--- src/rtl/pc_pkg.sv ---
// Shared types and defaults for the riscv16 fetch-stage program counter.
package pc_pkg;

  localparam int XLEN_DEF = 16;
  localparam logic [XLEN_DEF-1:0] RESET_VEC_DEF = 16'h0000;

  typedef enum logic [2:0] {
    PC_SEQ,
    PC_JUMP,
    PC_CALL,
    PC_RET,
    PC_REDIRECT,
    PC_HOLD
  } pc_sel_t;

endpackage

--- src/rtl/ras_stack.sv ---
// Circular return-address stack.
// A push when full overwrites the oldest entry.
module ras_stack
  import pc_pkg::*;
#(
  parameter int XLEN      = XLEN_DEF,
  parameter int RAS_DEPTH = 4
) (
  input  logic            clk,
  input  logic            rst,
  input  logic            push,
  input  logic            pop,
  input  logic            replace,
  input  logic [XLEN-1:0] din,
  output logic [XLEN-1:0] top,
  output logic            empty,
  output logic            full
);

  localparam int AW = $clog2(RAS_DEPTH);
  localparam int CW = $clog2(RAS_DEPTH + 1);
  localparam logic [CW-1:0] MAXC = CW'(RAS_DEPTH);

  logic [XLEN-1:0] mem [RAS_DEPTH];
  logic [AW-1:0]   sp, sp_n, tp;
  logic [CW-1:0]   cnt, cnt_n;

  // sp points at the next free slot; wraps onto the oldest entry when full
  assign tp  = sp - 1'b1;
  assign top = mem[tp];

  always_comb begin
    sp_n  = sp;
    cnt_n = cnt;
    if (push) begin
      sp_n  = sp + 1'b1;
      cnt_n = (cnt == MAXC) ? cnt : cnt + 1'b1;
    end else if (pop && cnt != '0) begin
      sp_n  = tp;
      cnt_n = cnt - 1'b1;
    end
  end

  always_ff @(posedge clk or posedge rst) begin
    if (rst) begin
      sp    <= '0;
      cnt   <= '0;
      empty <= 1'b1;
      full  <= 1'b0;
    end else begin
      sp    <= sp_n;
      cnt   <= cnt_n;
      empty <= (cnt_n == '0);
      full  <= (cnt_n == MAXC);
    end
  end

  always_ff @(posedge clk) begin
    if (push)
      mem[sp] <= din;
    else if (replace && cnt != '0)
      mem[tp] <= din;
  end

endmodule

--- src/rtl/pc_unit.sv ---
// Fetch-stage program counter with redirect, stall,
// jumps and call/return through a return-address stack.
module pc_unit
  import pc_pkg::*;
#(
  parameter int              XLEN      = XLEN_DEF,
  parameter int              INC       = 1,
  parameter logic [XLEN-1:0] RESET_VEC = XLEN'(RESET_VEC_DEF),
  parameter int              RAS_DEPTH = 4
) (
  input  logic            clk,
  input  logic            rst,
  input  logic            stall,
  input  logic            redirect,
  input  logic [XLEN-1:0] redirect_pc,
  input  logic            jump,
  input  logic            call,
  input  logic            ret,
  input  logic [XLEN-1:0] target,
  output logic [XLEN-1:0] pc,
  output logic [XLEN-1:0] pc_plus,
  output logic            pc_valid,
  output logic            ras_empty,
  output logic            ras_full,
  output logic            ras_underflow
);

  pc_sel_t         sel;
  logic [XLEN-1:0] pc_n;
  logic [XLEN-1:0] ras_top;
  logic            push, pop, repl, unf_n;

  assign pc_plus = pc + XLEN'(INC);

  always_comb begin
    sel = PC_SEQ;
    if (redirect)
      sel = PC_REDIRECT;
    else if (stall)
      sel = PC_HOLD;
    else if (call && ret && !ras_empty)
      sel = PC_RET;
    else if (call)
      sel = PC_CALL;
    else if (ret)
      sel = PC_RET;
    else if (jump)
      sel = PC_JUMP;
  end

  // call+ret with a live top swaps the top entry instead of popping
  assign push  = (sel == PC_CALL);
  assign repl  = (sel == PC_RET) && call;
  assign pop   = (sel == PC_RET) && !call;
  assign unf_n = (sel == PC_RET) && ras_empty;

  always_comb begin
    pc_n = pc_plus;
    case (sel)
      PC_REDIRECT: pc_n = redirect_pc;
      PC_HOLD:     pc_n = pc;
      PC_CALL:     pc_n = target;
      PC_RET:      pc_n = ras_empty ? target : ras_top;
      PC_JUMP:     pc_n = target;
      default:     pc_n = pc_plus;
    endcase
  end

  always_ff @(posedge clk or posedge rst) begin
    if (rst) begin
      pc            <= RESET_VEC;
      pc_valid      <= 1'b0;
      ras_underflow <= 1'b0;
    end else begin
      pc            <= pc_n;
      pc_valid      <= 1'b1;
      ras_underflow <= unf_n;
    end
  end

  ras_stack #(
    .XLEN      (XLEN),
    .RAS_DEPTH (RAS_DEPTH)
  ) u_ras (
    .clk     (clk),
    .rst     (rst),
    .push    (push),
    .pop     (pop),
    .replace (repl),
    .din     (pc_plus),
    .top     (ras_top),
    .empty   (ras_empty),
    .full    (ras_full)
  );

endmodule

--- config.mk ---
export PLATFORM = sky130hd
export DESIGN_NAME = pc_unit
export DESIGN_NICKNAME = d
export VERILOG_FILES = /design/src/rtl/pc_pkg.sv /design/src/rtl/ras_stack.sv /design/src/rtl/pc_unit.sv
export SDC_FILE = /design/constraint.sdc
export NUM_CORES = 1
export LEC_CHECK = 0
export CAP_MARGIN = 25
export CORE_UTILIZATION = 53
export DETAILED_ROUTE_END_ITERATION = 8
export PLACE_DENSITY = 0.81
export REMOVE_ABC_BUFFERS = 1
export SETUP_SLACK_MARGIN = 0.3
export SYNTH_ARGS = -nofsm -noshare
export SYNTH_HDL_FRONTEND = slang
export SYNTH_SLANG_ARGS = --single-unit
--- constraint.sdc ---
create_clock -name clk -period 3.9 [get_ports clk]
set_clock_uncertainty 0.2 [all_clocks]
set_input_delay 0.975 -clock clk [delete_from_list [all_inputs] [get_ports clk]]
set_output_delay 0.975 -clock clk [all_outputs]
set_load 0.005 [all_outputs]
### Word-level counts from Yosys, hierarchy flattened

Memories as Yosys holds them, arrays and structs flattened.
Index checks and enable logic that the tools add are counted.

| storage, ports and cells | value |
|---|---|
| bits in registers | 25 |
| RAM bits | 64 |
| input bits | 39 |
| output and inout bits | 36 |
| logic and storage cells | 55 |
| memories | 1 |

Memory list:

| memory | depth | width | read ports | clocked after memory_dff | write ports | RTL line | RTL |
|---|---|---|---|---|---|---|---|
| u_ras.mem | 4 | 16 | 1 | 0 | 1 | ras_stack.sv:24 | `logic [XLEN-1:0] mem [RAS_DEPTH];` |

| cells by class | value |
|---|---|
| $add $sub $neg | 5 |
| equality and inequality tests | 7 |
| multiplexer cells | 21 |
| reduce and logical (&&, ||, !) cells | 14 |

Operator list:

| kind | number |
|---|---|
| case mux 16 bit (4 select lines) | 1 |
| two-way mux 16 bit | 2 |
| adder 16 x 1 -> 16 bit (second input constant) | 1 |
| OR reduction 16 bit | 1 |
| two-way mux 3 bit | 5 |
| equality test 3 bit (second input constant) | 4 |
| two-way mux 2 bit | 6 |
| logical AND 1 bit | 7 |
| two-way mux 1 bit | 7 |
| equality test 3 x 2 -> 1 bit (second input constant) | 2 |
| adder 3 x 1 -> 3 bit (second input constant) | 1 |
| equality test 3 x 1 -> 1 bit (second input constant) | 1 |
| zero test 3 bit | 1 |
| nonzero test 3 bit | 1 |
| subtractor 3 x 1 -> 3 bit (second input constant) | 1 |
| adder 2 x 1 -> 2 bit (second input constant) | 1 |
| zero test 1 bit | 2 |
| nonzero test 2 bit | 1 |
| OR reduction 2 bit | 1 |
| subtractor 2 x 1 -> 2 bit (second input constant) | 1 |

### Depth between registers and ports, before layout

| logic depth | value |
|---|---|
| word-level depth | 14 |
| depth in mapped cells | 7 |

### By module

From an unflattened synthesis, not the netlist that was laid out.

| second synthesis, totals | value |
|---|---|
| cells, all modules | 291 |
| area, all modules | 4196.5 um^2 |

Modules (own cells, without submodules):

| module | instances | cells each | area an instance (um^2) | seq. area each (um^2) |
|---|---|---|---|---|
| ras_stack | 1 | 132 | 2798.9 | 2098.3 |
| pc_unit | 1 | 159 | 1397.6 | 450.4 |

### Worst setup path before layout

No wires, ideal clock.

| timing | value |
|---|---|
| kind | input port to flip-flop |
| from | input redirect |
| to | memory u_ras.mem[1][0] (netlist bit) (enable) |
| setup time | 0.411 ns |
| arrival time | 2.946 ns |
| required time | 3.289 ns |
| path slack | 0.343 ns |
| cell stages on the path | 5 |
| path buffers | 2 |
| cells stage by stage | buf_2 > nor3_4 > buf_4 > nand4_1 > o21ai_0 |

| between the ends | value |
|---|---|
| cells in the longest elaborated chain, start to end | 9 |

RTL lines:

| what | RTL line | RTL |
|---|---|---|
| start, declared | pc_unit.sv:14 | `input logic redirect,` |
| two-way mux 3 bit * | pc_unit.sv:37 | `if (redirect)` |
| equality test 3 x 2 -> 1 bit | pc_unit.sv:53 | `assign repl = (sel == PC_RET) && call;` |
| logical AND 1 bit | pc_unit.sv:53 |  |
| logical AND 1 bit | ras_stack.sv:61 | `else if (replace && cnt != '0)` |
| two-way mux 1 bit | ras_stack.sv:61 |  |
| two-way mux 1 bit | ras_stack.sv:59 | `if (push)` |
| two-way mux 1 bit (implied by the code) | ras_stack.sv:62 | `mem[tp] <= din;` |
| OR reduction 16 bit (no line) | -- |  |
| two-way mux 2 bit (no line) / two-way mux 1 bit (equally long branches) | -- |  |
| end, declared | ras_stack.sv:24 |  |

Mark *: on every way between the ends. The rest lies on a longest branch, timed or not.

### Worst setup path after layout

| timing | value |
|---|---|
| from | register pc[4] |
| to | output pc_plus[7] |

| between the ends | value |
|---|---|
| cells in the longest elaborated chain, start to end | 1 |

RTL lines:

| what | RTL line | RTL |
|---|---|---|
| start, declared | pc_unit.sv:20 | `output logic [XLEN-1:0] pc,` |
| start signal, assigned | pc_unit.sv:75 | `pc <= pc_n;` |
| adder 16 x 1 -> 16 bit | pc_unit.sv:33 | `assign pc_plus = pc + XLEN'(INC);` |
| end, declared | pc_unit.sv:21 | `output logic [XLEN-1:0] pc_plus,` |

No other way between the ends.

==> reports/metrics.yaml <==
io_buffer_count: 74
finalWorstSetupSlack_ns: 0.363
synth_edf_count: 64
cts_made_buffers: 9
ys_top_cells_by_area: "edfxtp_1, dfrtp_1, mux4_2, a21oi_1, a221o_1"
setup_viol: 0
routed-via-count: 3172
syn_inst: 298
r2r_setup_slack_ns: 1.20
r2r_start: "u_ras.sp[0]"
final_nets: 435
fillers: 484
ctsRootBufferMaster: "clkbuf_8"
p_leak_nw: 2.02
worstSetupStartpoint: "pc[4]"
die_area_um2: 8330
vias_per_cell: 6.36
async_flop_share_pct: 28.1
post-route-util_pct: 72.3
crit_type: "reg2out"
yosysTopAreaCell: "edfxtp_1"
hold_path.class: "reg2reg"
die_h_um: 91.3
rows: 32
first_global_vias: 3090
rsz0062_at_grt: "false"
hold_viol: 0
wl_per_cell_um: 21.7
dp_hpwl_um: 7110
ctsHtreeMaxLevel: 3
vdd_drop_max_uv: 303
cts_tree: "built"
syn_avg_cell_area_um2: 14.2
r2r_cells: 4
grt_max_degree: 26
period_minus_slack_ns: 3.54
clkTransAtPathRegs_ns: 0.08
crit_fanout: 9
hp-start: "u_ras.empty"
ys.flop_type: "edfxtp_1"
layout_common_cells: "clkdlybuf4s50_1, edfxtp_1, a21oi_1"
first_pass_iters: 5
layout-drive-gt1-share_pct: 22.2
place_area_um2: 5140
yosys.cell_types.count: 51
power.density_nw_per_um2: 529
max_cap_violations: 0
cts_hold_buf: 0
drt-initial-drc-count: 321
crit_arrival_ns: 2.36
slew_viol_final: 0
wl_um: 10800
tightestPinTransition_ns: 0.868
start_kind: "flip-flop"
fin_area_um2: 5590
diodes: 0
initial_core_util_pct: 54.7
track_usage_pct: 27.4
max_freq_ghz: 0.283
whs_path_depth: 1
area_delta_synth_final_pct: 32.3
slew_headroom_pct: 42.1
grt_pass1_wl_um: 16800
clk_latency_ns: 0.37
end_kind: "primary output"
cts_sinks: 89
tns_ns: 0
netlist.area_leader.share_pct: 45.5
drc: 0
antenna_found_initial: 0
boundaryPins: 75
fp.dieW_um: 91.3
period_share_pct: 90.7
overflow: 0
status: "complete, no violations"
gp_congestion: 0.865
dp_slack_ns: 0.392
yosysSeqAreaShare_pct: 60.3
ys_seq_elements: 89
final_common_cell: "clkdlybuf4s50_1"
synth_warnings: 0
core_area_um2: 7730
ant_nets: 0
power_mw: 2.95
cts_buffer_depth: 2
syn_area_um2: 4220
crit_required_ns: 2.72
==> layout make-up <==
class | instances | area, um2 | share of cell area, %
clock buffer | 10 | 128 | 2.28
multi-input combinational | 185 | 1710 | 30.5
timing repair buffer | 99 | 948 | 17.0
inverter | 8 | 30.0 | 0.537
clock inverter | 6 | 92.6 | 1.66
tap | 102 | 128 | 2.28
sequential | 89 | 2560 | 45.8
==> flip-flops by register name, summed over array words and instances, names as in the netlist <==
| signal | flops |
|---|---|
| pc | 16 |
| u_ras.empty | 1 |
| u_ras.sp | 2 |
| ras_underflow | 1 |
| pc_valid | 1 |
| u_ras.mem | 64 |
| u_ras.cnt | 3 |
| u_ras.full | 1 |
==> worst max-delay path, cell delays in order (launching register included) <==
cell and delay [ns]:
dfrtp_1 0.47, and3_1 0.26, nand3_4 0.18, nor2_1 0.26, xor2_2 0.27, clkdlybuf4s50_1 0.55
==> cells by family (layout without fill, tap and decap cells) <==
logic type | count (synthesis) | after routing | synth area share (%)
adder cells (fa/ha/maj) | 4 | 4 | 1.18
XOR/XNOR | 17 | 17 | 3.52
other | 1 | 1 | 0.0888
AO/OA/AOI/OAI | 80 | 80 | 13.7
flip-flops | 89 | 89 | 60.3
buffers and inverters | 24 | 123 | 3.08
AND/OR/NAND/NOR | 65 | 65 | 8.71
multiplexers | 18 | 18 | 9.42
==> metrics by stage <==
| stage | cells | hold slack [ns] |
|---|---|---|
| finish | 499 | 0.339 |
| global route | 499 | 0.362 |
| CTS | 494 | 0.343 |
| detailed placement | 475 | 0.331 |
| global placement | 475 | 0.337 |
| floorplan | 282 | 0.311 |
==> synth_stat cells, drive strengths merged (2+ instances only) <==
cell,count
mux2,2
and2,2
ha,4
inv,8
o21ai,14
edfxtp,64
xnor2,10
a221oi,6
a211o,3
xor2,7
a211oi,2
dfrtp,24
and4,3
a222oi,2
o22ai,3
mux4,16
a21oi,25
nand2,17
buf,11
nand4,4
clkbuf,5
nor3,6
nand3,9
nand2b,3
nor2,15
o311a,2
nor2b,2
a221o,11
a311oi,4
and3,2
o31ai,2
==> metal layers <==
metal | track usage (%) | wire length [um]
met3 | 6.37 | 909
met5 | 0 | 0
met1 | 37.6 | 4470
met2 | 42.6 | 5150
met4 | 10.7 | 300
==> final timing paths <==
check                                endpoint
worst max-delay path               pc_plus[7]
worst min-delay path            ras_underflow
worst max register to register          pc[6]
worst min register to register  ras_underflow
max in group asynchronous               pc[8]
min in group asynchronous        u_ras.cnt[2]
==> report_power, final <==
group	switching [mW]	total (mW)	leakage, nW	internal (mW)
Combinational	0.423	0.937	1.04	0.514
Sequential	0.149	1.32	0.878	1.17
Clock	0.333	0.696	0.103	0.363
Total	0.905	2.95	2.02	2.05
==> timing repair <==
item                                    in CTS  in global routing
gates resized for setup                     23                  9
endpoints found under the setup margin       9                  8
pin swaps                                    1                  3
endpoints found under the hold margin        0                  0
buffers inserted                             3                  4
No activity file was read; power rests on OpenSTA's default activity.
